`config.mk`:
```
export PLATFORM = sky130hd
export DESIGN_NAME = fwd_hazard_ctrl
export DESIGN_NICKNAME = d
export VERILOG_FILES = /design/src/rtl/fwd_hazard_ctrl.sv
export SDC_FILE = /design/constraint.sdc
export NUM_CORES = 1
export LEC_CHECK = 0
export BUFFER_PORTS_ARGS = -buffer_cell sky130_fd_sc_hd__buf_2
export CAP_MARGIN = 10
export CORE_UTILIZATION = 45
export CTS_BUF_LIST = sky130_fd_sc_hd__clkbuf_16
export DETAILED_ROUTE_END_ITERATION = 6
export PLACE_DENSITY = 0.67
export SLEW_MARGIN = 20
export SYNTH_ARGS = -nofsm -noshare
export SYNTH_HDL_FRONTEND = slang
export SYNTH_SLANG_ARGS = --single-unit
export TNS_END_PERCENT = 50
```
`constraint.sdc`:
```
create_clock -name clk -period 2.9 [get_ports clk]
set_input_delay 0 -clock clk [delete_from_list [all_inputs] [get_ports clk]]
set_output_delay 0 -clock clk [all_outputs]
set_load 0.01 [all_outputs]
```
`src/rtl/fwd_hazard_ctrl.sv`:
```
// fwd_hazard_ctrl: EX-stage operand forwarding selects and load-use stall control
// for a 5-stage MIPS pipeline. Tracks destination registers in EX/MEM/WB.
// Optional macro FWD_PERF_EN adds stall_cnt/fwd_cnt performance counters.
module fwd_hazard_ctrl #(
   parameter int unsigned REG_W        = 5,
   parameter int unsigned STALL_CYCLES = 1
) (
   input  logic             clk,
   input  logic             reset_n,
   input  logic             id_valid,
   input  logic [REG_W-1:0] id_rs,
   input  logic [REG_W-1:0] id_rt,
   input  logic             id_use_rs,
   input  logic             id_use_rt,
   input  logic             id_wr_en,
   input  logic [REG_W-1:0] id_wr_reg,
   input  logic             id_is_load,
   input  logic             flush,
   output logic             stall,
   output logic [1:0]       forward_a,
   output logic [1:0]       forward_b
`ifdef FWD_PERF_EN
   ,
   output logic [31:0]      stall_cnt,
   output logic [31:0]      fwd_cnt
`endif
);

   localparam int unsigned CNT_W = 2;

   typedef enum logic {ST_RUN, ST_WAIT} state_e;

   state_e             state_q, state_d;
   logic [CNT_W-1:0]   cnt_q, cnt_d;

   logic               ex_valid_q, ex_valid_d;
   logic [REG_W-1:0]   ex_rs_q, ex_rs_d;
   logic [REG_W-1:0]   ex_rt_q, ex_rt_d;
   logic               ex_use_rs_q, ex_use_rs_d;
   logic               ex_use_rt_q, ex_use_rt_d;
   logic               ex_wr_en_q, ex_wr_en_d;
   logic [REG_W-1:0]   ex_wr_reg_q, ex_wr_reg_d;
   logic               ex_is_load_q, ex_is_load_d;

   logic               mem_wr_en_q, mem_wr_en_d;
   logic [REG_W-1:0]   mem_wr_reg_q, mem_wr_reg_d;
   logic               mem_is_load_q, mem_is_load_d;

   logic               wb_wr_en_q, wb_wr_en_d;
   logic [REG_W-1:0]   wb_wr_reg_q, wb_wr_reg_d;

   logic               hazard_c;

   // Load in EX whose destination is read by the instruction in ID
   always_comb begin
      hazard_c = id_valid && ex_valid_q && ex_is_load_q && ex_wr_en_q &&
                 (ex_wr_reg_q != '0) &&
                 ((id_use_rs && (id_rs == ex_wr_reg_q)) ||
                  (id_use_rt && (id_rt == ex_wr_reg_q)));
   end

   // Stall FSM: combinational stall in RUN, held high for the remaining WAIT cycles
   always_comb begin
      state_d = state_q;
      cnt_d   = cnt_q;
      stall   = 1'b0;
      case (state_q)
         ST_RUN: begin
            stall = hazard_c;
            if (hazard_c && (STALL_CYCLES > 1)) begin
               state_d = ST_WAIT;
               cnt_d   = CNT_W'(STALL_CYCLES - 1);
            end
         end
         ST_WAIT: begin
            stall = 1'b1;
            if (cnt_q <= CNT_W'(1)) begin
               state_d = ST_RUN;
               cnt_d   = '0;
            end else begin
               cnt_d = cnt_q - CNT_W'(1);
            end
         end
         default: begin
            state_d = ST_RUN;
            cnt_d   = '0;
         end
      endcase
   end

   // Stage records: EX takes ID or a bubble, MEM and WB always advance
   always_comb begin
      ex_valid_d   = 1'b0;
      ex_rs_d      = id_rs;
      ex_rt_d      = id_rt;
      ex_use_rs_d  = 1'b0;
      ex_use_rt_d  = 1'b0;
      ex_wr_en_d   = 1'b0;
      ex_wr_reg_d  = id_wr_reg;
      ex_is_load_d = 1'b0;
      if (id_valid && !stall && !flush) begin
         ex_valid_d   = 1'b1;
         ex_use_rs_d  = id_use_rs;
         ex_use_rt_d  = id_use_rt;
         ex_wr_en_d   = id_wr_en;
         ex_is_load_d = id_is_load;
      end
      mem_wr_en_d   = ex_wr_en_q;
      mem_wr_reg_d  = ex_wr_reg_q;
      mem_is_load_d = ex_is_load_q;
      wb_wr_en_d    = mem_wr_en_q;
      wb_wr_reg_d   = mem_wr_reg_q;
   end

   // Forward selects: MEM ALUResult (younger, never a load address) beats WB WData
   always_comb begin
      forward_a = 2'b00;
      forward_b = 2'b00;
      if (ex_use_rs_q && mem_wr_en_q && !mem_is_load_q && (mem_wr_reg_q != '0) &&
          (mem_wr_reg_q == ex_rs_q))
         forward_a = 2'b10;
      else if (ex_use_rs_q && wb_wr_en_q && (wb_wr_reg_q != '0) && (wb_wr_reg_q == ex_rs_q))
         forward_a = 2'b01;
      if (ex_use_rt_q && mem_wr_en_q && !mem_is_load_q && (mem_wr_reg_q != '0) &&
          (mem_wr_reg_q == ex_rt_q))
         forward_b = 2'b10;
      else if (ex_use_rt_q && wb_wr_en_q && (wb_wr_reg_q != '0) && (wb_wr_reg_q == ex_rt_q))
         forward_b = 2'b01;
   end

   // State and stage-record registers
   always_ff @(posedge clk or negedge reset_n) begin
      if (!reset_n) begin
         state_q       <= ST_RUN;
         cnt_q         <= '0;
         ex_valid_q    <= 1'b0;
         ex_rs_q       <= '0;
         ex_rt_q       <= '0;
         ex_use_rs_q   <= 1'b0;
         ex_use_rt_q   <= 1'b0;
         ex_wr_en_q    <= 1'b0;
         ex_wr_reg_q   <= '0;
         ex_is_load_q  <= 1'b0;
         mem_wr_en_q   <= 1'b0;
         mem_wr_reg_q  <= '0;
         mem_is_load_q <= 1'b0;
         wb_wr_en_q    <= 1'b0;
         wb_wr_reg_q   <= '0;
      end else begin
         state_q       <= state_d;
         cnt_q         <= cnt_d;
         ex_valid_q    <= ex_valid_d;
         ex_rs_q       <= ex_rs_d;
         ex_rt_q       <= ex_rt_d;
         ex_use_rs_q   <= ex_use_rs_d;
         ex_use_rt_q   <= ex_use_rt_d;
         ex_wr_en_q    <= ex_wr_en_d;
         ex_wr_reg_q   <= ex_wr_reg_d;
         ex_is_load_q  <= ex_is_load_d;
         mem_wr_en_q   <= mem_wr_en_d;
         mem_wr_reg_q  <= mem_wr_reg_d;
         mem_is_load_q <= mem_is_load_d;
         wb_wr_en_q    <= wb_wr_en_d;
         wb_wr_reg_q   <= wb_wr_reg_d;
      end
   end

`ifdef FWD_PERF_EN
   logic [31:0] stall_cnt_q, stall_cnt_d;
   logic [31:0] fwd_cnt_q, fwd_cnt_d;

   // Performance counters: one count per cycle, wrapping at 2^32
   always_comb begin
      stall_cnt_d = stall_cnt_q;
      fwd_cnt_d   = fwd_cnt_q;
      if (stall)
         stall_cnt_d = stall_cnt_q + 32'd1;
      if ((forward_a != 2'b00) || (forward_b != 2'b00))
         fwd_cnt_d = fwd_cnt_q + 32'd1;
   end

   // Performance counter registers
   always_ff @(posedge clk or negedge reset_n) begin
      if (!reset_n) begin
         stall_cnt_q <= '0;
         fwd_cnt_q   <= '0;
      end else begin
         stall_cnt_q <= stall_cnt_d;
         fwd_cnt_q   <= fwd_cnt_d;
      end
   end

   assign stall_cnt = stall_cnt_q;
   assign fwd_cnt   = fwd_cnt_q;
`endif

endmodule

```
* Word level (Yosys, flattened, before mapping)
Cells that the tools add are included.
** Cells by class
- Reduce and logical (&&, ||, !) cells :: 30
- Add/sub/neg operators :: 1
- Eq/ne operators :: 6
- Bitwise logic cells :: 1
- Order comparisons :: 1
- Mux-type cells :: 13
** Operators with widths (count)
- 5-bit equality test :: 6
- 1-bit logical AND :: 23
- 5-bit nonzero test :: 3
- 1-bit 2-to-1 mux :: 9
- 2-bit 2-to-1 mux :: 3
- 1-bit logical NOT :: 3
- 2-bit by 1-bit <= comparator with 1-bit output (second input constant) :: 1
- 1-bit case mux with 2 select lines :: 1
- 2-bit by 1-bit subtractor with 2-bit output (second input constant) :: 1
- 1-bit logical OR :: 1
- 1-bit NOT :: 1
** Word-level totals
- Bits of input ports :: 23
- Output and inout port bits :: 5
- Word-level logic and storage cells :: 67
- Flip-flop bits (word level) :: 36

* Longest topological paths before layout
Gate-level depths: netlist of run 1.
- Depth in word-level cells :: 10
- Mapped depth :: 4
- Gate-level depth less buffers :: 4

* Least setup slack after synthesis of run 1
OpenSTA, ideal clock, no wires.
- Path kind :: register to output
- From :: register mem_wr_reg_q[1]
- To :: output forward_a[0]
- Path slack :: 1.480 ns
- Stages on the path, launching flop included :: 5
- Path buffers :: 0
- Required time :: 2.900 ns
- Arrival :: 1.420 ns
- Cell sequence :: dfrtp_1 -> or4_4 -> o21ai_2 -> nor3_1 -> nor3_2
** Between the ends
- Longest elaborated chain between the ends :: 4
- Elaborated cells on any way between the ends :: 5
- Those cells by class :: eq/ne: 1; mux: 1; reduce/logical: 3
** RTL lines
- from (decl) :: RTL line 46 : logic [REG_W-1:0] mem_wr_reg_q, mem_wr_reg_d;
- from (signal assigned) :: RTL line 161 : mem_wr_reg_q <= mem_wr_reg_d;
- 5-bit nonzero test :: RTL line 119 : if (ex_use_rs_q && mem_wr_en_q && !mem_is_load_q && (mem_wr_reg_q != '0) &&
- 1-bit logical AND :: RTL line 119
- 1-bit logical AND * :: RTL line 119
- 2-bit 2-to-1 mux * :: RTL line 119
- to (decl) :: RTL line 20 : output logic [1:0] forward_a,
Every way passes the cells marked *; elsewhere a longest branch is shown, timed or not.

* Final worst setup path of run 1
Same ends and word-level chain as after synthesis.

==> out/qor.csv, run 1 <==
stage,metric,value,unit
status,outcome,completed,
drt,routed via count,981,
worst_setup_path,CP max FO,4,
sta,RSZ-0062 raised after global routing,false,
cells_and_area,synthesis-to-finish area growth,39.6,%
placed_design,DP Worst Slack,1.40,ns
global_routing,Overall Global Routing Usage,0.190,
sta,slew at the pin with the worst max-slew slack,0.748,ns
sta,setup_tns,0,ns
die,row count,20,
sta,fin crit share,0.613,
die,Die Wd,58.3,um
worst_setup_path,CP Cell Sequence,or4_4 > o21ai_2 > nor3_1 > nor3_2 > buf_2,
worst_setup_path,Reg-to-Reg End,ex_use_rt_q$_DFF_PN0_,
worst_setup_path,"Buf+Inv Stages, Crit Path",1,
worst_hold_path,Hold WC Path Type,input port to flip-flop,
global_routing,initial antenna violation count,0,
logic_synthesis,post-synth top area share,0.632,
power_and_ir_drop,Sw Share,0.200,
worst_setup_path,Worst R2R Setup Slack,1.42,ns
worst_setup_path,CP max-delay cell,or4_4,
sta,final worst-path setup slack,1.12,ns
logic_synthesis,Ys Warns,0,
cells_and_area,Post-Layout Cell Count,210,
clocking,Num CTS Buffers,5,
power_and_ir_drop,pwr dens,618,nW/um2
logic_synthesis,Mapped Area,1430,um2
clocking,Post-CTS Hold Buffers,21,
cells_and_area,ANT cells,0,
clocking,Post-CTS Repair Setup Buffers,0,
global_routing,vias in the first global route,1039,
clocking,Sink Count,36,
sta,# setup viols final,0,
worst_setup_path,FF-to-FF path depth,4,
cells_and_area,layout cell share with drive strength beyond 1,0.235,
logic_synthesis,Yosys reg bits,36,
placed_design,I/O Buffers,27,
clocking,clk_lat worst skew,0.27,ns
worst_setup_path,WP depth,5,
worst_setup_path,CP startpoint kind,flip-flop,
power_and_ir_drop,Int Pwr,0.000984,W
placed_design,HPWL Detailed,1890,um
worst_setup_path,R2R Path Start,state_q$_DFF_PN0_,
worst_setup_path,WP data required,2.90,ns
worst_setup_path,Critical Path AT,1.78,ns
global_routing,overflow left after global routing,0,
sta,fin crit period,1.78,ns
die,die area,3400,um2
power_and_ir_drop,Max rail drop VDD,0.000636,V
power_and_ir_drop,Clock power frac,0.473,
drt,vias per cell,4.67,
power_and_ir_drop,NetSw,0.000246,W
die,die height,58.3,um
logic_synthesis,sequential-to-total area share from yosys stat,0.632,
logic_synthesis,cell taking the most area after synthesis,dfrtp_1,
power_and_ir_drop,Combinational Power Share,0.081,
logic_synthesis,largest cells by area after synthesis,"dfrtp_1, xnor2_1, xor2_1, nand4_1, a21oi_1",
logic_synthesis,synth unique cells,23,
global_routing,largest net degree at the start of global routing,37,
drt,post-route ant nets,0,
power_and_ir_drop,leak pwr,0.877,nW
power_and_ir_drop,sequential fraction of design power,0.446,
placed_design,Inst Count DP,181,
worst_setup_path,Crit path largest cell delay,0.55,ns
run,max cap viols,0,
sta,Max-slew headroom,0.501,
drt,routed length per placed instance,13.0,um
logic_synthesis,syn avg cell area,13.0,um2
clocking,Max clock buf depth,2,
placed_design,Post-Place Cell Area,1620,um2
logic_synthesis,syn_nets,133,
worst_setup_path,worst setup path class,flip-flop to output pin,
drt,DRT iter0 DRCs,25,
die,Initial Util,0.471,
cells_and_area,fin area,1990,um2
sta,Fmax,563,MHz
clocking,Worst-path clk slew,0.05,ns
die,Ports,28,
worst_setup_path,Critical Path End,forward_a[0],
cells_and_area,nets,188,
global_routing,first-pass GRT wire length,4580,um
worst_setup_path,CP top delay family,simple AND/OR/NAND/NOR gates,
placed_design,GPL Wtd Cong,0.873,
clocking,H-tree Lvls,2,
worst_setup_path,Worst Setup SP,mem_wr_reg_q[1]$_DFF_PN0_,
sta,"Slew Viols, Final",0,
clocking,CTS tree,done,
logic_synthesis,Mapped Cells,110,
drt,drt drc,0,
die,core footprint,3030,um2
drt,overall routed net length,2730,um
worst_setup_path,Critical Path End Type,output pin,
drt,router iterations before antenna repair,4,
clocking,CTS-repair resized insts,0,
clocking,Root Buffer,clkbuf_16,
sta,Fin. Hold Viols,0,
sta,clock skew,0.00352,ns
## power by group through the flow
stage               Combinational (W)  Sequential (W)  Clock [W]
global route                 0.000110        0.000552   0.000619
global placement            0.0000767        0.000557          0
CTS                          0.000100        0.000549   0.000595
finish                      0.0000998        0.000549   0.000582
detailed placement          0.0000784        0.000558          0
floorplan                   0.0000446        0.000551          0
## how the worst min path moves through the flow
stage	start	endpoint	cells past startpoint
CTS	id_use_rs	ex_use_rs_q$_DFF_PN0_	3
global placement	reset_n	ex_wr_reg_q[3]$_DFF_PN0_	1
floorplan	reset_n	cnt_q[0]$_DFFE_PN0P_	0
detailed placement	reset_n	ex_wr_reg_q[4]$_DFF_PN0_	1
global route	id_valid	ex_valid_q$_DFF_PN0_	3
finish	id_use_rs	ex_use_rs_q$_DFF_PN0_	3
## cell usage in the layout, fill, tap and decap left out, drive strengths merged, types with 2 or more instances in the layout
cell	instances
dfrtp	36
buf	27
xnor2	22
dlygate4sd3	21
xor2	8
nand4	5
nand2	5
a21oi	5
clkbuf	5
nor3	5
nand3	4
nor2	3
inv	3
o21ai	3
nor4	2
nand3b	2
or4	2
## flip-flops by register name, summed over array words and instances (netlist names), 2 cells and up
signal and cells:
ex_rs_q 5, ex_rt_q 5, ex_wr_reg_q 5, mem_wr_reg_q 5
wb_wr_reg_q 5, cnt_q 2
## cell usage after synthesis
cell type and count:
o21ai_2 1, nor3_1 3, a21oi_1 5, a21o_1 1, nand3_1 4, inv_1 2, nor3_2 2, o21ai_0 2
nand4_1 5, and2_1 1, dfrtp_1 36, a2111oi_2 1, nand2_1 5, nand3b_1 2, a21boi_0 1, nor4_1 2
xor2_1 8, nor2_1 3, o22ai_1 1, xnor2_1 22, or4_1 1, or4_4 1, nor2b_1 1
## layout make-up
type                            count  area, um2
Sequential cell                    36        901
Multi-Input combinational cell     72        518
Clock inverter                      3       38.8
Inverter                            2       7.51
Clock buffer                        5        125
Fill cell                         218       1040
Tap cell                           44       55.1
Timing Repair Buffer               48        345
## tightest hold or removal path, stage by stage
cell	delay (ns)
buf_2	0.11
nand3_1	0.08
a21oi_1	0.05
## metal layers
layer  track usage  share of wire  up-vias
met2         0.342           0.53       22
met4        0.0714          0.011        0
met5             0              0        -
met1         0.205           0.41      469
li1              -              -      485
met3        0.0681          0.042        5
## per-stage QoR
step / utilization / power [W] / hold WS, ns
floorplan: - / 0.000596 / -0.296
global placement: 0.534 / 0.000634 / 0.0977
detailed placement: 0.534 / 0.000636 / 0.109
CTS: 0.657 / 0.00124 / 0.00943
global route: 0.657 / 0.00128 / 0.0219
finish: 0.657 / 0.00123 / 0.0127
## kinds of logic (layout without fill, tap and decap cells)
logic type / count (synthesis) / after routing / synth area share
and+or+nand+nor: 30 / 30 / 0.123
AOI/OAI and AO/OA: 12 / 12 / 0.0561
DFF: 36 / 36 / 0.632
buffers and inverters: 2 / 58 / 0.00527
xor gates and xnor gates: 30 / 30 / 0.184
(Power assumes the default switching activity.)
==> inputs of run 2 (changes only) <==
PLACE_DENSITY = 0.7   (was 0.67)
clock period = 1.56 ns   (was 2.9 ns; I/O delays follow)
==> run 2 against run 1 <==
The run now ends with setup timing left. Worst hold slack gained 0.058 ns. Via count increased by 9.0%. Largest cell class unchanged. Largest power group is now registers. Clock-buffer cell count did not move. Clock skew increased by 0.0028 ns. Critical path depth stayed put. Combinational power grew 140%. Highest routed layer unchanged. Cell count rose by 4.8%. Non-clock buffer count is 11 higher. Routed wire length up 22%. Clock power is 55% higher.
==> out/qor.csv, run 2 (synthesis results as in run 1) <==
stage,metric,value,unit,change
worst_hold_path,Hold WC Path Type,input port to flip-flop,,
worst_setup_path,Critical Path AT,1.67,ns,-0.11 ns
placed_design,Post-Place Cell Area,1630,um2,+0.93%
cells_and_area,layout cell share with drive strength beyond 1,0.375,,+0.140
worst_setup_path,CP Cell Sequence,or4_4 > o21ai_4 > nor3_2 > nor3_2 > buf_2,,
placed_design,GPL Wtd Cong,0.844,,-3.3%
global_routing,first-pass GRT wire length,5110,um,+11%
worst_setup_path,CP startpoint kind,flip-flop,,
run,max cap viols,0,,unchanged
global_routing,initial antenna violation count,0,,unchanged
sta,fin crit period,1.67,ns,
global_routing,vias in the first global route,1178,,+13%
placed_design,Inst Count DP,183,,+1.1%
status,outcome,"complete, but fails checks",,
power_and_ir_drop,pwr dens,1000,nW/um2,+63%
drt,vias per cell,4.86,,+4.0%
worst_setup_path,worst setup path class,flip-flop to output pin,,
cells_and_area,multi-input combinational cell area,621,um2,+20%
cells_and_area,Post-Layout Cell Count,220,,+4.8%
worst_setup_path,WP data required,1.56,ns,-1.34 ns
clocking,CTS tree,done,,
cells_and_area,fill count,197,,-9.6%
die,die area,3400,um2,unchanged
sta,Max-slew headroom,0.495,,-0.00611
die,Initial Util,0.471,,unchanged
cells_and_area,"commonest cells after routing, fill and taps aside","dfrtp_1, buf_2, dlygate4sd3_1",,
die,core footprint,3030,um2,unchanged
drt,routed via count,1069,,+9.0%
cells_and_area,"commonest non-fill, non-tap cell in the layout",dfrtp_1,,
worst_setup_path,CP max FO,2,,-2
sta,slew at the pin with the worst max-slew slack,0.757,ns,+0.00916 ns
drt,post-route ant nets,0,,unchanged
cells_and_area,register area,907,um2,+0.69%
clocking,Root Buffer,clkbuf_16,,
die,Die Wd,58.3,um,unchanged
drt,drt drc,0,,unchanged
worst_setup_path,Critical Path End Type,output pin,,
cells_and_area,ANT cells,0,,unchanged
status,violated checks,setup timing,,
die,row count,20,,unchanged
drt,overall routed net length,3340,um,+22%
placed_design,HPWL Detailed,2120,um,+13%
worst_setup_path,CP max-delay cell,or4_4,,
global_routing,overflow left after global routing,0,,unchanged
cells_and_area,fin area,2160,um2,+8.5%
sta,hold slack,0.0702,ns,+0.0575 ns
sta,fin crit share,1.07,,
clocking,Worst-path clk slew,0.05,ns,about the same
clocking,Sink Count,36,,unchanged
die,die height,58.3,um,unchanged
clocking,Max clock buf depth,2,,unchanged
worst_setup_path,Crit path largest cell delay,0.55,ns,about the same
sta,RSZ-0062 raised after global routing,true,,
sta,"Slew Viols, Final",0,,unchanged
clocking,H-tree Lvls,2,,unchanged
sta,final worst-path setup slack,-0.108,ns,-1.23 ns
die,Ports,28,,unchanged
cells_and_area,synthesis-to-finish area growth,51.5,%,
worst_setup_path,cell mode on critical path,nor3_2,,
cells_and_area,nets,199,,+5.9%
global_routing,Overall Global Routing Usage,0.215,,+0.0249
sta,clock skew,0.00636,ns,+0.00284 ns
sta,Fmax,600,MHz,
drt,DRT iter0 DRCs,32,,+28%
power_and_ir_drop,leak pwr,0.951,nW,+8.5%
clocking,clk_lat worst skew,0.28,ns,about the same
drt,routed length per placed instance,15.2,um,+17%
placed_design,I/O Buffers,27,,unchanged
global_routing,largest net degree at the start of global routing,37,,unchanged
sta,Fin. Hold Viols,0,,unchanged
clocking,Num CTS Buffers,5,,unchanged
drt,router iterations before antenna repair,4,,unchanged
power_and_ir_drop,Max rail drop VDD,0.000773,V,+22%
sta,# setup viols final,5,,+5
==> run 2: changes by cell type in the layout (fill, tap and decap cells not counted), moves of 5 or more <==
cell / change
buf_4: +8
dfrtp_2: +5
xnor2_1: -7
xnor2_2: +7
dfrtp_1: -5
==> run 2: critical path, delay by kind of cell (launching register included) <==
family	cells	cell delay [ns]
compound gates	1	0.17
buf+inv	1	0.14
flops	1	0.38
simple gates	3	0.71
==> run 2: routing by layer <==
metal | routed length, um | track usage | vias up
met1 | 1260 | 0.235 | 530
met2 | 1900 | 0.386 | 25
met4 | 63 | 0.112 | 0
li1 | - | - | 509
met3 | 117 | 0.0527 | 5
met5 | 0 | 0 | -
==> run 2: repair_timing <==
action / in CTS / in global routing
pin swaps: 11 / 6
setup buffers: 3 / 4
setup endpoints to repair: 5 / 7
endpoints found under the hold margin: 56 / 0
hold buffers: 23 / 0
gates resized for setup: 7 / 16
==> run 2: where the power goes <==
part | switching, W | internal [W] | leakage [nW]
combinational | 0.000101 | 0.000140 | 0.446
clock | 0.000334 | 0.000572 | 0.0709
sequential | 0.0000461 | 0.000978 | 0.435
total | 0.000480 | 0.00169 | 0.951
==> run 2: cell type report <==
class                   instances  share of cell area
clock buffers                   5              0.0579
well taps                      44              0.0255
repair buffers                 59               0.202
flip-flops and latches         36               0.420
clock inverters                 2             0.00405
multi-input cells              72               0.287
inverters                       2             0.00347
==> run 2: final timing paths <==
kind	from	end	slack (ns)	cells after the start
max reg2reg	ex_wr_reg_q[2]$_DFF_PN0_	ex_valid_q$_DFF_PN0_	0.02	6
max	mem_wr_reg_q[1]$_DFF_PN0_	forward_b[0]	-0.11	5
min in group asynchronous	reset_n	ex_rs_q[2]$_DFF_PN0_	0.34	2
max in group asynchronous	reset_n	ex_wr_reg_q[3]$_DFF_PN0_	0.69	2
min reg2reg	mem_wr_en_q$_DFF_PN0_	wb_wr_en_q$_DFF_PN0_	0.36	0
min	id_valid	ex_valid_q$_DFF_PN0_	0.07	3
==> run 2: metrics by stage <==
stage          setup TNS (ns)  utilization  setup WS, ns  power, W
6_report               -0.285        0.714        -0.108   0.00217
5_1_grt                -0.604        0.714        -0.166   0.00225
4_1_cts                -0.344        0.676        -0.134   0.00215
3_5_place_dp                0        0.539        0.0914   0.00119
3_3_place_gp                0        0.539         0.121   0.00118
2_1_floorplan               0            -         0.140   0.00111
==> inputs of run 3 (changes only) <==
ABC_AREA = 1   (was default)
PLACE_DENSITY = 0.69   (was 0.7)
TNS_END_PERCENT = 10   (was 50)
==> run 3 against run 2 <==
The flow now finishes without violations. Non-clock buffer count decreased by 12. Routed wire length decreased by 0.99%. Cell count increased by 24%. Combinational power decreased by 15%. Sequential power about the same.
==> out/qor.csv, run 3 <==
stage,metric,value,unit,change
clocking,CTS tree,done,,
global_routing,first-pass GRT wire length,5450,um,+6.8%
sta,# setup viols final,0,,-5
logic_synthesis,number of flops mapped to enable cells by yosys,0,,unchanged
drt,router iterations before antenna repair,4,,unchanged
logic_synthesis,Synth top cells by count,"nand2_1, dfrtp_1, inv_1",,
global_routing,Overall Global Routing Usage,0.216,,+0.000710
drt,routed via count,1305,,+22%
drt,routed length per placed instance,12.1,um,-20%
worst_hold_path,Hold WC Path Type,input port to flip-flop,,
clocking,Max clock buf depth,2,,unchanged
sta,Max-slew headroom,0.494,,-0.00110
logic_synthesis,syn_nets,197,,+48%
global_routing,largest net degree at the start of global routing,37,,unchanged
cells_and_area,"commonest non-fill, non-tap cell in the layout",nand2_1,,
worst_setup_path,Critical Path End Type,output pin,,
logic_synthesis,most instantiated library cell after synthesis,nand2_1,,
global_routing,global routing's busiest layer,met2,,
sta,fin crit share,0.919,,-0.150
placed_design,Post-Place Cell Area,1740,um2,+6.7%
clocking,Worst-path clk slew,0.05,ns,about the same
drt,overall routed net length,3310,um,-0.99%
cells_and_area,fin area,2110,um2,-2.3%
die,Ports,28,,unchanged
clocking,Num CTS Buffers,5,,unchanged
placed_design,I/O Buffers,27,,unchanged
die,row count,20,,unchanged
global_routing,met1 GRT Util,0.237,,+0.00164
logic_synthesis,Ys Warns,0,,unchanged
logic_synthesis,syn avg cell area,8.92,um2,-31%
cells_and_area,ANT cells,0,,unchanged
power_and_ir_drop,NetSw,0.000490,W,+2.0%
clocking,Root Buffer,clkbuf_16,,
sta,slew at the pin with the worst max-slew slack,0.759,ns,+0.00165 ns
sta,fin crit period,1.43,ns,-0.234 ns
cells_and_area,synthesis-to-finish area growth,36.0,%,
logic_synthesis,sequential-to-total area share from yosys stat,0.581,,-0.0509
sta,clock skew,0.00465,ns,-0.00171 ns
drt,drt drc,0,,unchanged
logic_synthesis,Mapped Area,1550,um2,+8.8%
clocking,Post-CTS Repair Setup Buffers,0,,-3
power_and_ir_drop,Int Pwr,0.00182,W,+7.8%
sta,RSZ-0062 raised after global routing,false,,
logic_synthesis,Post-synth ARST share,1.00,,unchanged
die,die height,60.7,um,+4.1%
power_and_ir_drop,sequential fraction of design power,0.440,,-0.032
cells_and_area,"commonest cells after routing, fill and taps aside","nand2_1, dfrtp_1, inv_1",,
clocking,H-tree Lvls,2,,unchanged
drt,post-route ant nets,0,,unchanged
power_and_ir_drop,Final Power,0.00231,W,+6.5%
clocking,Sink Count,36,,unchanged
power_and_ir_drop,pwr dens,1100,nW/um2,+9.0%
clocking,clk_lat worst skew,0.27,ns,about the same
global_routing,GR Util met2,0.383,,-0.00283
placed_design,DP Worst Slack,0.405,ns,+0.314 ns
logic_synthesis,Yosys reg bits,36,,unchanged
logic_synthesis,largest cells by area after synthesis,"dfrtp_1, nand2_1, inv_1, nor2_1, xnor2_1",,
worst_setup_path,WP data required,1.56,ns,about the same
logic_synthesis,synth unique cells,22,,-4.3%
cells_and_area,nets,251,,+26%
power_and_ir_drop,Max rail drop VDD,0.00118,V,+53%
global_routing,initial antenna violation count,0,,unchanged
sta,setup_tns,0,ns,+0.285 ns
worst_setup_path,CP max FO,4,,+2
worst_setup_path,Critical Path AT,1.43,ns,-0.24 ns
placed_design,HPWL Detailed,2290,um,+7.7%
worst_setup_path,worst setup path class,flip-flop to output pin,,
sta,final worst-path setup slack,0.126,ns,+0.234 ns
logic_synthesis,most common flop cell mapped by yosys,dfrtp_1,,
status,outcome,completed,,
die,die area,3690,um2,+8.5%
die,core footprint,3150,um2,+4.1%
worst_setup_path,CP startpoint kind,flip-flop,,
placed_design,GPL Wtd Cong,0.894,,+6.0%
run,max cap viols,0,,unchanged
die,Initial Util,0.492,,+0.0210
cells_and_area,layout cell share with drive strength beyond 1,0.179,,-0.196
drt,DRT iter0 DRCs,50,,+56%
sta,"Slew Viols, Final",0,,unchanged
power_and_ir_drop,Clock power frac,0.472,,+0.055
logic_synthesis,cell taking the most area after synthesis,dfrtp_1,,
drt,vias per cell,4.78,,-1.6%
power_and_ir_drop,Sw Share,0.212,,-0.00934
global_routing,overflow left after global routing,0,,unchanged
logic_synthesis,post-synth top area share,0.581,,-0.0509
global_routing,GR Util met3,0.0448,,-0.00797
power_and_ir_drop,Combinational Power Share,0.088,,-0.023
global_routing,vias in the first global route,1286,,+9.2%
logic_synthesis,Mapped Cells,174,,+58%
die,Die Wd,60.7,um,+4.1%
power_and_ir_drop,leak pwr,1.12,nW,+18%
sta,Fin. Hold Viols,0,,unchanged
sta,Fmax,698,MHz,+16%
[run 3: layout make-up]
cell class              count  area [um2]
clock buffers               5         125
clock inverters             3        38.8
fillers                   251        1040
inverters                  31         116
multi-input cells         107         539
flip-flops and latches     36         901
well taps                  44        55.1
repair buffers             47         335
[run 3: timing repair]
| item | CTS | global route |
|---|---|---|
| setup endpoints to repair | 0 | 2 |
| hold endpoints to repair | 55 | 0 |
| hold buffers | 20 | 0 |
| gates resized for setup | 0 | 1 |
[run 3: metal layers]
layer | share of wire | vias to the layer above
li1 | - | 643
met1 | 0.42 | 613
met2 | 0.52 | 40
met3 | 0.036 | 9
met4 | 0.023 | 0
met5 | 0 | -
[run 3: cells by family after synthesis]
| logic type | Yosys count | synth area share |
|---|---|---|
| simple gates | 85 | 0.238 |
| flops | 36 | 0.581 |
| buf+inv | 31 | 0.0750 |
| compound gates | 12 | 0.0500 |
| xor+xnor | 10 | 0.0565 |
[run 3: critical path, stage by stage, from the launching register on]
cell and delay, ns:
dfrtp_1 0.43, xnor2_1 0.19, nand2_1 0.08, nor4_2 0.26
nor2_1 0.06, buf_2 0.14
[run 3: path summary, 6_finish.rpt]
path | startpoint | end | slack [ns] | cells after the start
worst max-delay path | mem_wr_reg_q[0]$_DFF_PN0_ | forward_b[0] | 0.13 | 5
worst min-delay path | flush | ex_valid_q$_DFF_PN0_ | 0.02 | 4
worst max register to register | ex_wr_reg_q[0]$_DFF_PN0_ | ex_use_rs_q$_DFF_PN0_ | 0.38 | 7
worst min register to register | ex_is_load_q$_DFF_PN0_ | mem_is_load_q$_DFF_PN0_ | 0.37 | 0
max in group asynchronous | reset_n | ex_wr_reg_q[2]$_DFF_PN0_ | 0.74 | 2
min in group asynchronous | reset_n | ex_wr_reg_q[3]$_DFF_PN0_ | 0.33 | 2
[run 3: stage by stage]
stage          utilization  hold slack [ns]  instances
6_report             0.669           0.0217        273
5_1_grt              0.669           0.0299        273
4_1_cts              0.668           0.0219        273
3_5_place_dp         0.552            0.110        245
3_3_place_gp         0.552           0.0970        245
2_1_floorplan            -           -0.296        174
[run 3: power groups by stage]
stage / clock, W / combinational (W) / sequential, W
2_1_floorplan: 0 / 0.0000946 / 0.00102
4_1_cts: 0.00111 / 0.000202 / 0.00102
5_1_grt: 0.00116 / 0.000230 / 0.00102
6_report: 0.00109 / 0.000204 / 0.00102
3_3_place_gp: 0 / 0.000159 / 0.00103
3_5_place_dp: 0 / 0.000163 / 0.00103
